`src/rtl/vec_alu_pkg.sv`:
```
// Package: vec_alu_pkg
// Purpose: Shared constants and state encoding for the vector ALU sequencer.
//   LANES   lanes per packed vector (lane k = bits [8k+7:8k])
//   W       lane and ALU data width
//   OP_W    ALU opcode width
//   OP_ADD  ALU add opcode, also used for every multiply step
//   OP_MUL  sequencer-only multiply opcode, never sent to the ALU
package vec_alu_pkg;

    localparam int LANES  = 4;
    localparam int W      = 8;
    localparam int OP_W   = 5;
    localparam int LANE_W = $clog2(LANES);
    localparam int BIT_W  = $clog2(W);

    localparam logic [OP_W-1:0] OP_ADD = 5'b01010;
    localparam logic [OP_W-1:0] OP_MUL = 5'b01100;

    typedef enum logic [1:0] {
        ST_IDLE = 2'd0,
        ST_EXEC = 2'd1,
        ST_MUL  = 2'd2,
        ST_DONE = 2'd3
    } seq_state_t;

endpackage

```
`src/rtl/vec_lane_mux.sv`:
```
// Module: vec_lane_mux
// Purpose: Lane selection for the vector ALU sequencer. Extracts the W-bit
//   lane of the latched R/S operands chosen by lane_sel, and builds the
//   result vector with that lane replaced by wr_data.
// Ports:
//   vec_r, vec_s  in   latched operand vectors
//   vec_y         in   current result vector
//   lane_sel      in   active lane index
//   wr_data       in   value to place into the active lane of the result
//   r_lane,s_lane out  active lane of R and S
//   y_next        out  vec_y with the active lane replaced (caller gates the write)
module vec_lane_mux
    import vec_alu_pkg::*;
(
    input  logic [LANES*W-1:0] vec_r,
    input  logic [LANES*W-1:0] vec_s,
    input  logic [LANES*W-1:0] vec_y,
    input  logic [LANE_W-1:0]  lane_sel,
    input  logic [W-1:0]       wr_data,
    output logic [W-1:0]       r_lane,
    output logic [W-1:0]       s_lane,
    output logic [LANES*W-1:0] y_next
);

    // Decode the lane index once and use it both for the operand read
    // and for the result write-back slot.
    always_comb begin
        r_lane = '0;
        s_lane = '0;
        y_next = vec_y;
        for (int k = 0; k < LANES; k++) begin
            if (lane_sel == LANE_W'(k)) begin
                r_lane             = vec_r[k*W +: W];
                s_lane             = vec_s[k*W +: W];
                y_next[k*W +: W]   = wr_data;
            end
        end
    end

endmodule

```
`src/rtl/vector_alu_sequencer.sv`:
```
// Module: vector_alu_sequencer
// Purpose: Drives one shared combinational 8-bit ALU over a 4-lane packed
//   vector, one lane per clock. OP_MUL is handled here as a lane-wise 8x8
//   multiply (low W bits) made of W shift-add steps through the ALU's add.
// Ports:
//   clk, rst_n        clock, synchronous active-low reset
//   start             request, taken only in IDLE or DONE
//   op_in, vec_r/s    operation and operand vectors, latched at accept
//   busy              high while lanes are being processed
//   done              one-cycle pulse, vec_y valid
//   vec_y             result vector, held from done until the next accept
//   alu_r/alu_s/alu_op  drive to the external ALU
//   alu_y             combinational ALU result
module vector_alu_sequencer
    import vec_alu_pkg::*;
(
    input  logic               clk,
    input  logic               rst_n,
    input  logic               start,
    input  logic [OP_W-1:0]    op_in,
    input  logic [LANES*W-1:0] vec_r,
    input  logic [LANES*W-1:0] vec_s,
    output logic               busy,
    output logic               done,
    output logic [LANES*W-1:0] vec_y,
    output logic [W-1:0]       alu_r,
    output logic [W-1:0]       alu_s,
    output logic [OP_W-1:0]    alu_op,
    input  logic [W-1:0]       alu_y
);

    seq_state_t         state;
    seq_state_t         next_state;
    logic [OP_W-1:0]    op_q;
    logic [LANES*W-1:0] r_q;
    logic [LANES*W-1:0] s_q;
    logic [LANE_W-1:0]  lane_cnt;
    logic [BIT_W-1:0]   bit_cnt;
    logic [W-1:0]       acc;
    logic [W-1:0]       r_lane;
    logic [W-1:0]       s_lane;
    logic [W-1:0]       r_shifted;
    logic [LANES*W-1:0] y_next;
    logic               accept;
    logic               y_wr_en;
    logic               lane_last;
    logic               bit_last;

    assign lane_last = (lane_cnt == LANE_W'(LANES - 1));
    assign bit_last  = (bit_cnt == BIT_W'(W - 1));
    assign r_shifted = r_lane << bit_cnt;

    vec_lane_mux u_lane_mux (
        .vec_r    (r_q),
        .vec_s    (s_q),
        .vec_y    (vec_y),
        .lane_sel (lane_cnt),
        .wr_data  (alu_y),
        .r_lane   (r_lane),
        .s_lane   (s_lane),
        .y_next   (y_next)
    );

    // State register; reset aborts any operation in flight.
    always_ff @(posedge clk) begin
        if (!rst_n) begin
            state <= ST_IDLE;
        end else begin
            state <= next_state;
        end
    end

    // Next-state decode and ALU drive. In MUL the ALU only ever adds:
    // acc + (R shifted by the current bit if that bit of S is set).
    always_comb begin
        next_state = state;
        busy       = 1'b0;
        done       = 1'b0;
        alu_r      = '0;
        alu_s      = '0;
        alu_op     = '0;
        y_wr_en    = 1'b0;
        accept     = 1'b0;
        case (state)
            ST_IDLE, ST_DONE: begin
                done       = (state == ST_DONE);
                next_state = ST_IDLE;
                if (start) begin
                    accept     = 1'b1;
                    next_state = (op_in == OP_MUL) ? ST_MUL : ST_EXEC;
                end
            end
            ST_EXEC: begin
                busy    = 1'b1;
                alu_r   = r_lane;
                alu_s   = s_lane;
                alu_op  = op_q;
                y_wr_en = 1'b1;
                if (lane_last) begin
                    next_state = ST_DONE;
                end
            end
            ST_MUL: begin
                busy   = 1'b1;
                alu_op = OP_ADD;
                alu_r  = acc;
                alu_s  = s_lane[bit_cnt] ? r_shifted : '0;
                if (bit_last) begin
                    y_wr_en = 1'b1;
                    if (lane_last) begin
                        next_state = ST_DONE;
                    end
                end
            end
            default: begin
                next_state = ST_IDLE;
            end
        endcase
    end

    // Operand latches, lane/bit counters, multiply accumulator and result.
    // acc is zeroed on accept and at every lane boundary so each lane's
    // first multiply step starts from zero.
    always_ff @(posedge clk) begin
        if (!rst_n) begin
            op_q     <= '0;
            r_q      <= '0;
            s_q      <= '0;
            lane_cnt <= '0;
            bit_cnt  <= '0;
            acc      <= '0;
            vec_y    <= '0;
        end else begin
            if (accept) begin
                op_q     <= op_in;
                r_q      <= vec_r;
                s_q      <= vec_s;
                lane_cnt <= '0;
                bit_cnt  <= '0;
                acc      <= '0;
            end else if (state == ST_EXEC) begin
                lane_cnt <= lane_cnt + LANE_W'(1);
            end else if (state == ST_MUL) begin
                if (bit_last) begin
                    bit_cnt  <= '0;
                    acc      <= '0;
                    lane_cnt <= lane_cnt + LANE_W'(1);
                end else begin
                    bit_cnt  <= bit_cnt + BIT_W'(1);
                    acc      <= alu_y;
                end
            end
            if (y_wr_en) begin
                vec_y <= y_next;
            end
        end
    end

endmodule

```
`config.mk`:
```
export PLATFORM = sky130hd
export DESIGN_NAME = vector_alu_sequencer
export DESIGN_NICKNAME = d
export VERILOG_FILES = /design/src/rtl/vec_alu_pkg.sv /design/src/rtl/vec_lane_mux.sv /design/src/rtl/vector_alu_sequencer.sv
export SDC_FILE = /design/constraint.sdc
export NUM_CORES = 1
export LEC_CHECK = 0
export CAP_MARGIN = 10
export CORE_ASPECT_RATIO = 1.5
export CORE_UTILIZATION = 50
export CTS_CLUSTER_SIZE = 30
export DETAILED_ROUTE_END_ITERATION = 10
export GPL_ROUTABILITY_DRIVEN = 0
export GPL_TIMING_DRIVEN = 0
export PLACE_DENSITY_LB_ADDON = 0.1
export RECOVER_POWER = 25
export SYNTH_ARGS = -nofsm -noshare
export SYNTH_HDL_FRONTEND = slang
export SYNTH_HIERARCHICAL = 1
export SYNTH_SLANG_ARGS = --single-unit
```
`constraint.sdc`:
```
create_clock -name clk -period 2.85 [get_ports clk]
set_input_delay 0.4275 -clock clk [delete_from_list [all_inputs] [get_ports clk]]
set_output_delay 0.4275 -clock clk [all_outputs]
set_load 0.02 [all_outputs]
```
Yosys cells after proc, flatten, opt, wreduce, memory -nomap -nowiden. Cells that the tools add are included.

Flip-flop bits (word level): 116. Input port bits: 80. Output and inout bits: 55. Word-level logic and storage cells: 69.

Add/sub/neg operators: 2. Order comparisons: 1. Eq/ne operators: 9. Shift operators: 1. Mux-type cells: 30. Bitwise operators: 2. Reduce and logical (&&, ||, !) cells: 13.

Operators with widths (number): $mux 8 (10); $pmux 8 s2 (2); $mux 2 (7); $reduce_and 2->1 (6); $pmux 5 s2 (1); $eq 2x2->1 const B (4); $shl 8x3->8 (1); $mux 1 (6); $pmux 2 s3 (1); $reduce_or 2->1 (3); $eq 5x4->1 const B (1); $eq 2x1->1 const B (2); $logic_not 2->1 (2); $lt 3x4->1 const B (1); $reduce_bool 2->1 (2); $add 3x1->3 const B (1); $bmux 1 s3 (1); $eq 3x3->1 const B (1); $mux 3 (1); $add 2x1->2 const B (1); $ne 2x2->1 const B (1); $not 1->1 (2); $pmux 1 s2 (1).

Depth between registers and ports, before layout. Gate-level depths: netlist of the first run.

Word-level depth: 9. Gate-level depth with buffers: 9. Gate-level depth less buffers: 6.

By module. Netlist of the first run, hierarchy kept.

By module, submodules not included: vector_alu_sequencer (instances 1, cells each 596, area each 4939.7 sq um, sequential area each 2322.2 sq um); vec_lane_mux (instances 1, cells each 58, area each 799.5 sq um, sequential area each 0.0 sq um).

Worst setup path before layout of the first run. OpenSTA, ideal clock, no wires.

Kind: register -> output. From: register lane_cnt[0]. To: output port alu_s[7]. Arrival time: 2.287 ns. Data required time: 2.423 ns. Slack: 0.135 ns. Stages on the path, launching flop included: 8. Path buffers: 2. Cells stage by stage: dfxtp_1 > buf_6 > buf_8 > mux4_2 > mux2_2 > mux4_2 > a22oi_1 > nor2_1.

Elaborated cells between the ends (all ways): 17. Those cells by class: 3 x eq/ne; 1 x shift; 12 x mux; 1 x reduce/logical.

RTL lines: start: declaration (line vector_alu_sequencer.sv:37) `logic [LANE_W-1:0] lane_cnt;`; start signal: assignment (line vector_alu_sequencer.sv:142) `lane_cnt <= lane_cnt + LANE_W'(1);`; start signal: assignment (line vector_alu_sequencer.sv:147) `lane_cnt <= lane_cnt + LANE_W'(1);`; $logic_not 2->1 (line vec_lane_mux.sv:32) `if (lane_sel == LANE_W'(k)) begin`; $mux 8 (3 in a row) (line vec_lane_mux.sv:32); $mux 8 (*) (line vec_lane_mux.sv:32); net r_lane[0] (line vector_alu_sequencer.sv:40) `logic [W-1:0] r_lane;`; $shl 8x3->8 (*) (line vector_alu_sequencer.sv:51) `assign r_shifted = r_lane << bit_cnt;`; $mux 8 (*) (line vector_alu_sequencer.sv:107) `alu_s = s_lane[bit_cnt] ? r_shifted : '0;`; $pmux 8 s2 (*) (line vector_alu_sequencer.sv:84) `case (state)`; end: declaration (line vector_alu_sequencer.sv:27) `output logic [W-1:0] alu_s,`.

Mark *: on every way through the listed nets, which the timed path passes. The rest lies on a longest branch. The select of a mux whose other input is x is not followed.

Final worst setup path of the first run.
From: register lane_cnt[0]. To: output port alu_s[7].

Longest elaborated chain between the ends: 9. Elaborated cells between the ends (all ways): 17. Those cells by class: 3 x eq/ne; 1 x shift; 12 x mux; 1 x reduce/logical.

Ends and longest elaborated chain: $logic_not 2->1 (line vec_lane_mux.sv:32); $mux 8 (3 in a row) (line vec_lane_mux.sv:32); $mux 8 (*) (line vec_lane_mux.sv:32); net s_lane[3] (line vector_alu_sequencer.sv:41) `logic [W-1:0] s_lane;`; $bmux 1 s3 (*) (line vector_alu_sequencer.sv:107); $mux 1 (not written as such) (*) (line vector_alu_sequencer.sv:107); $mux 8 (*) (line vector_alu_sequencer.sv:107); $pmux 8 s2 (*) (line vector_alu_sequencer.sv:84).

Marked as above.

==> results of run 1 <==
[metrics by stage]
step	setup slack (ps)	hold WS, ps	util	instances
2_1_floorplan	135	439	-	654
3_3_place_gp	-571	447	0.653	934
3_5_place_dp	-587	456	0.653	934
4_1_cts	-360	400	0.721	976
5_1_grt	-457	442	0.728	980
6_report	-388	398	0.728	980
[final cells by class]
type,instances,area [µm²]
buffer,49,253
clock inverter,8,120
multi-input combinational,484,3220
clock buffer,24,512
sequential,116,2330
inverter,4,15.0
fill,823,3030
tap,147,184
timing repair buffer,148,1450
[flip-flops by register name (all words and copies together), names as in the netlist]
name,count
vec_y,32
state,2
acc,8
s_q,32
lane_cnt,2
bit_cnt,3
r_q,32
op_q,5
[power breakdown]
part           switching (mW)  internal [mW]
Combinational            1.15          0.777
Clock                   0.740           1.51
Sequential              0.138           1.86
Total                    2.02           4.14
[what timing repair did]
action,4_1_cts,5_1_grt
setup endpoints to repair,18,11
hold endpoints to repair,0,0
buffers inserted,9,5
cloned,1,0
pin swaps,6,5
gates resized for setup,70,13
[metal layers]
layer	vias to the layer above	wire, µm	GRT usage
met4	0	811	0.171
met1	2469	6160	0.306
met5	-	0	0
met2	195	8400	0.498
met3	50	868	0.0508
li1	2554	-	-
[cells in the mapped netlist (all sizes together) (2+ instances only)]
| library cell | instances |
|---|---|
| a21boi | 101 |
| a21oi | 15 |
| a22oi | 11 |
| a31oi | 2 |
| and2 | 6 |
| buf | 13 |
| clkbuf | 37 |
| dfxtp | 116 |
| ha | 6 |
| inv | 4 |
| mux2 | 39 |
| mux2i | 3 |
| mux4 | 22 |
| nand2 | 212 |
| nand2b | 4 |
| nor2 | 35 |
| nor2b | 13 |
| o21ai | 5 |
[worst paths after layout]
kind | to | slack, ps | depth (start not counted)
hold reg to reg | r_q[25] | 460 | 2
hold / removal | vec_y[6] | 400 | 2
setup reg to reg | r_q[12] | 470 | 9
setup / recovery | alu_s[7] | -390 | 8
[logic make-up (layout without fill, tap and decap cells)]
kind of cell	count (synthesis)	after routing	synth area share
and+or+nand+nor	276	276	0.195
AOI/OAI and AO/OA	137	137	0.171
DFF	116	116	0.405
muxes	64	64	0.171
buffers and inverters	54	233	0.0434
adders and majority gates	6	6	0.0131
xor gates and xnor gates	1	1	0.00153
==> results.cfg, run 1 <==
[outcome]
outcome = finished with violations
violations = setup timing

[floorplan]
die_area_um2 = 11900
die_h_um = 133
start_util = 0.516
die_width_um = 89.5
core_region_area_um2 = 11100
io_pins = 135
row_count = 47

[synthesis]
yosysSeqAreaShare = 0.405
syn_avg_cell_area_um2 = 8.78
yosysTopAreaCell = dfxtp_1
synth-seq-cells = 116
ys_types = 36
synth_ff_type = dfxtp_1
synth-edff-count = 0
synth_area_um2 = 5740
syn_nets = 740
synth_area_leaders = dfxtp_1 (40%), nand2_1 (14%), a21boi_0 (13%), mux2_2 (7.5%), mux4_2 (7.1%)
yosysWarningCount = 6
postSynthCellCount = 654
synth_top_area_frac = 0.405
synthArstFlopShare = 0

[timing]
setup_viol = 8
finalHoldViolations = 0
slew_violations = 0
fin_worst_skew_ps = 6.78
clock.fmax_ghz = 0.309
slew_headroom = 0.514
fin_setup_tns_ps = -2530
timing.final.crit_share = 1.14
rsz0062_at_grt = true
tightest_slew_ps = 723
finalCriticalPeriod_ps = 3240
fin_ws_ps = -388

[worst_setup_path]
crit_path_start = lane_cnt[0]
crit_fanout = 7
crit_chain = buf_12 -> buf_12 -> mux4_2 -> mux4_2 -> a22o_4 -> a22oi_2 -> nor2_1 -> buf_4
cp-end-kind = output pin
cp.required_ps = 2420
crit_type = reg2out
crit_family = multiplexers
slowest_stage = mux4_2
crit-reg2reg-launch = state[0]
critPathBufInv = 3
cp-start-kind = flip-flop
worst_path_largest_cell_delay_ps = 540
crit_arrival_ps = 2810

[power_and_ir_drop]
power_mw = 6.17
cellLeakagePower_nw = 3.17
powerDensity_nw_per_um2 = 763
vdd_drop_max_uv = 577

[drt]
drt_iter0_markers = 272
num_vias = 5268
drt_pass1_iterations = 5
postRouteAntennaNets = 0
wirelength_um = 16200
via_per_inst = 5.38
wl_per_cell_um = 16.6
drc = 0

[placed_design]
post_dp_cell_area_um2 = 7250
post-dp-hpwl_um = 11600
numPortBuffers = 133

[clocking]
htreeDepth = 4
cts_tree = done
cts_root_buf = clkbuf_16
clock_path_buffers = 2
clock-sinks = 116
path_clk_slew_ps = 50
clk-insertion-delay-late_ps = 410
cts_made_buffers = 17
holdBufCountCts = 0

[layout]
nNetsFinal = 906
area_growth_pct = 40.9
design_area_um2 = 8090
final_common_cell = nand2_1
diodes = 0
layout_common_cells = nand2_1 (210), dfxtp_1 (114), a21boi_0 (101)
layout-drive-gt1-share = 0.174

[grt]
grt_first_pass_wirelength_um = 25100
overflow = 0
grt_max_degree = 17
antenna_found_initial = 0
grt_use_total = 0.283
grt_pass1_vias = 5171

[min_path]
min_from = rst_n
min_path_type = in2reg

[job]
max_cap_violations = 0
Note: power is estimated with default switching activity, not from simulation.
==> inputs of run 2 (changes only) <==
--- a/config.mk
+++ b/config.mk
@@ -16,5 +16,4 @@
 export RECOVER_POWER = 25
 export SYNTH_ARGS = -nofsm -noshare
 export SYNTH_HDL_FRONTEND = slang
-export SYNTH_HIERARCHICAL = 1
 export SYNTH_SLANG_ARGS = --single-unit
==> results.cfg, run 2 <==
[outcome]
outcome = finished with violations
violations = setup timing

[floorplan]
row_count = 47
die_h_um = 133
start_util = 0.517
die_width_um = 89.3
core_region_area_um2 = 11100
io_pins = 135
die_area_um2 = 11900

[synthesis]
synth_top_area_frac = 0.406
syn_avg_cell_area_um2 = 8.42
yosysSeqAreaShare = 0.406
synth_most_common_cell = nand2_1
synth_area_leaders = dfxtp_1 (41%), nand2_1 (10%), a21boi_0 (9.2%), mux2i_1 (7.2%), nor2b_1 (6.0%)
syn_nets = 768
ys_top_cells_by_count = nand2_1 (154), dfxtp_1 (116), a21boi_0 (70)
yosysWarningCount = 0
synth_ff_type = dfxtp_1
synth-seq-cells = 116
postSynthCellCount = 679
synth-edff-count = 0
synth_area_um2 = 5720
ys_types = 46
yosysTopAreaCell = dfxtp_1
synthArstFlopShare = 0

[worst_setup_path]
crit_fanout = 10
cp.required_ps = 2420
crit_arrival_ps = 2900
cp-start-kind = flip-flop
crit-reg2reg-launch = state[0]
reg2reg_depth = 8
cp-end-kind = output pin
rrSetupSlack_ps = 180
rr_endpoint = s_q[28]
crit_type = reg2out

[grt]
grt_first_pass_wirelength_um = 26600
antenna_found_initial = 0
overflow = 0
grt_max_degree = 20
grt_use_total = 0.296
grt_pass1_vias = 5494

[drt]
drt_pass1_iterations = 7
top_signal_layer_used = met4
wirelength_um = 17800
drc = 0
wl_met1_um = 6450
drt_iter0_markers = 422
postRouteAntennaNets = 0
routed-wl-met2_um = 9180
met3WireLength_um = 1160
wl_per_cell_um = 17.6
num_vias = 5633
via_per_inst = 5.57

[clocking]
path_clk_slew_ps = 60
holdBufCountCts = 0
clock-sinks = 116
clk-insertion-delay-late_ps = 420
clock_path_buffers = 2
cts_made_buffers = 17
cts_tree = done
htreeDepth = 4
cts_root_buf = clkbuf_16

[layout]
reg_top3 = r_q (32), s_q (32), vec_y (32)
fillerInstances = 828
final_cells = 1011
diodes = 0
layout-drive-gt1-share = 0.146
final_common_cell = nand2_1
area_growth_pct = 43.0
nNetsFinal = 940
layout_common_cells = nand2_1 (153), dfxtp_1 (114), clkdlybuf4s50_1 (82)

[placed_design]
post-dp-hpwl_um = 12300
place_ws_ps = -809
dp_cells = 959
numPortBuffers = 133

[timing]
slew_headroom = 0.529
finalHoldViolations = 0
timing.final.crit_share = 1.17
finalCriticalPeriod_ps = 3320
rsz0062_at_grt = true
slew_violations = 0
setup_viol = 12
fin_worst_skew_ps = 5.95
clock.fmax_ghz = 0.301
tightest_slew_ps = 707
fin_ws_ps = -474

[power_and_ir_drop]
cellLeakagePower_nw = 3.05
powerDensity_nw_per_um2 = 736
vdd_drop_max_uv = 511

[min_path]
worstHoldEndpoint = r_q[12]
hold-path-cell-count = 2
min_from = rst_n
min_path_type = in2reg

[job]
max_cap_violations = 0
[run 2: layout make-up]
class	count	area, µm²	area share
clock buffers	17	425	0.0520
clock inverters	15	159	0.0194
repair buffers	156	1450	0.178
multi-input cells	496	3280	0.401
plain buffers	52	297	0.0363
flip-flops and latches	116	2330	0.285
inverters	12	47.5	0.00582
well taps	147	184	0.0225
[run 2: routing by layer]
layer  GRT usage  vias to the layer above
met5           0                        -
met4       0.168                        0
met3      0.0692                       79
met2       0.517                      292
met1       0.317                     2601
li1            -                     2661
[run 2: report_power, final]
part	total [mW]	internal, mW	switching (mW)
sequential	2.02	1.85	0.164
combinational	1.91	0.735	1.18
clock	2.09	1.29	0.800
[run 2: logic make-up (layout without fill, tap and decap cells)]
kind of cell,Yosys count,count (layout),share of synthesized area
AND/OR/NAND/NOR,297,297,0.251
adder cells (fa/ha/maj),9,9,0.0197
buffers and inverters,67,252,0.0525
flip-flops,116,116,0.406
XOR/XNOR,1,1,0.00153
AO/OA/AOI/OAI,146,146,0.193
multiplexers,43,43,0.0757
[run 2: worst max path at each step]
stage | startpoint | endpoint | slack, ps | cells past startpoint
floorplan | lane_cnt[0] | alu_s[7] | -6 | 10
global placement | lane_cnt[0] | alu_s[7] | -820 | 11
detailed placement | lane_cnt[0] | alu_s[7] | -810 | 11
CTS | lane_cnt[1] | alu_s[3] | -360 | 11
global route | lane_cnt[1] | alu_s[7] | -550 | 11
finish | lane_cnt[1] | alu_s[3] | -470 | 11
[run 2: worst max-delay path, stage by stage (launching register included)]
cell and delay (ps):
dfxtp_4 370, inv_4 50, ha_4 180, clkbuf_4 210
nand3b_1 220, a211oi_2 230, buf_4 180, mux2i_1 110
nand2_1 130, o21ai_0 170, o41ai_2 390, buf_2 230
[run 2: per-stage QoR]
stage	utilization	TNS [ps]	cell area [µm²]	hold slack (ps)	total power [mW]
finish	0.739	-2970	8180	395	6.02
global route	0.739	-4320	8180	426	6.28
CTS	0.728	-2220	8050	390	5.91
detailed placement	0.654	-5780	7230	458	3.73
global placement	0.654	-5460	7230	448	3.67
floorplan	-	-5.96	5720	438	3.10
[run 2: timing repair]
action | 4_1_cts | 5_1_grt
endpoints found under the setup margin | 18 | 25
resized for setup | 92 | 34
pin swaps | 17 | 11
buffers inserted | 18 | 5
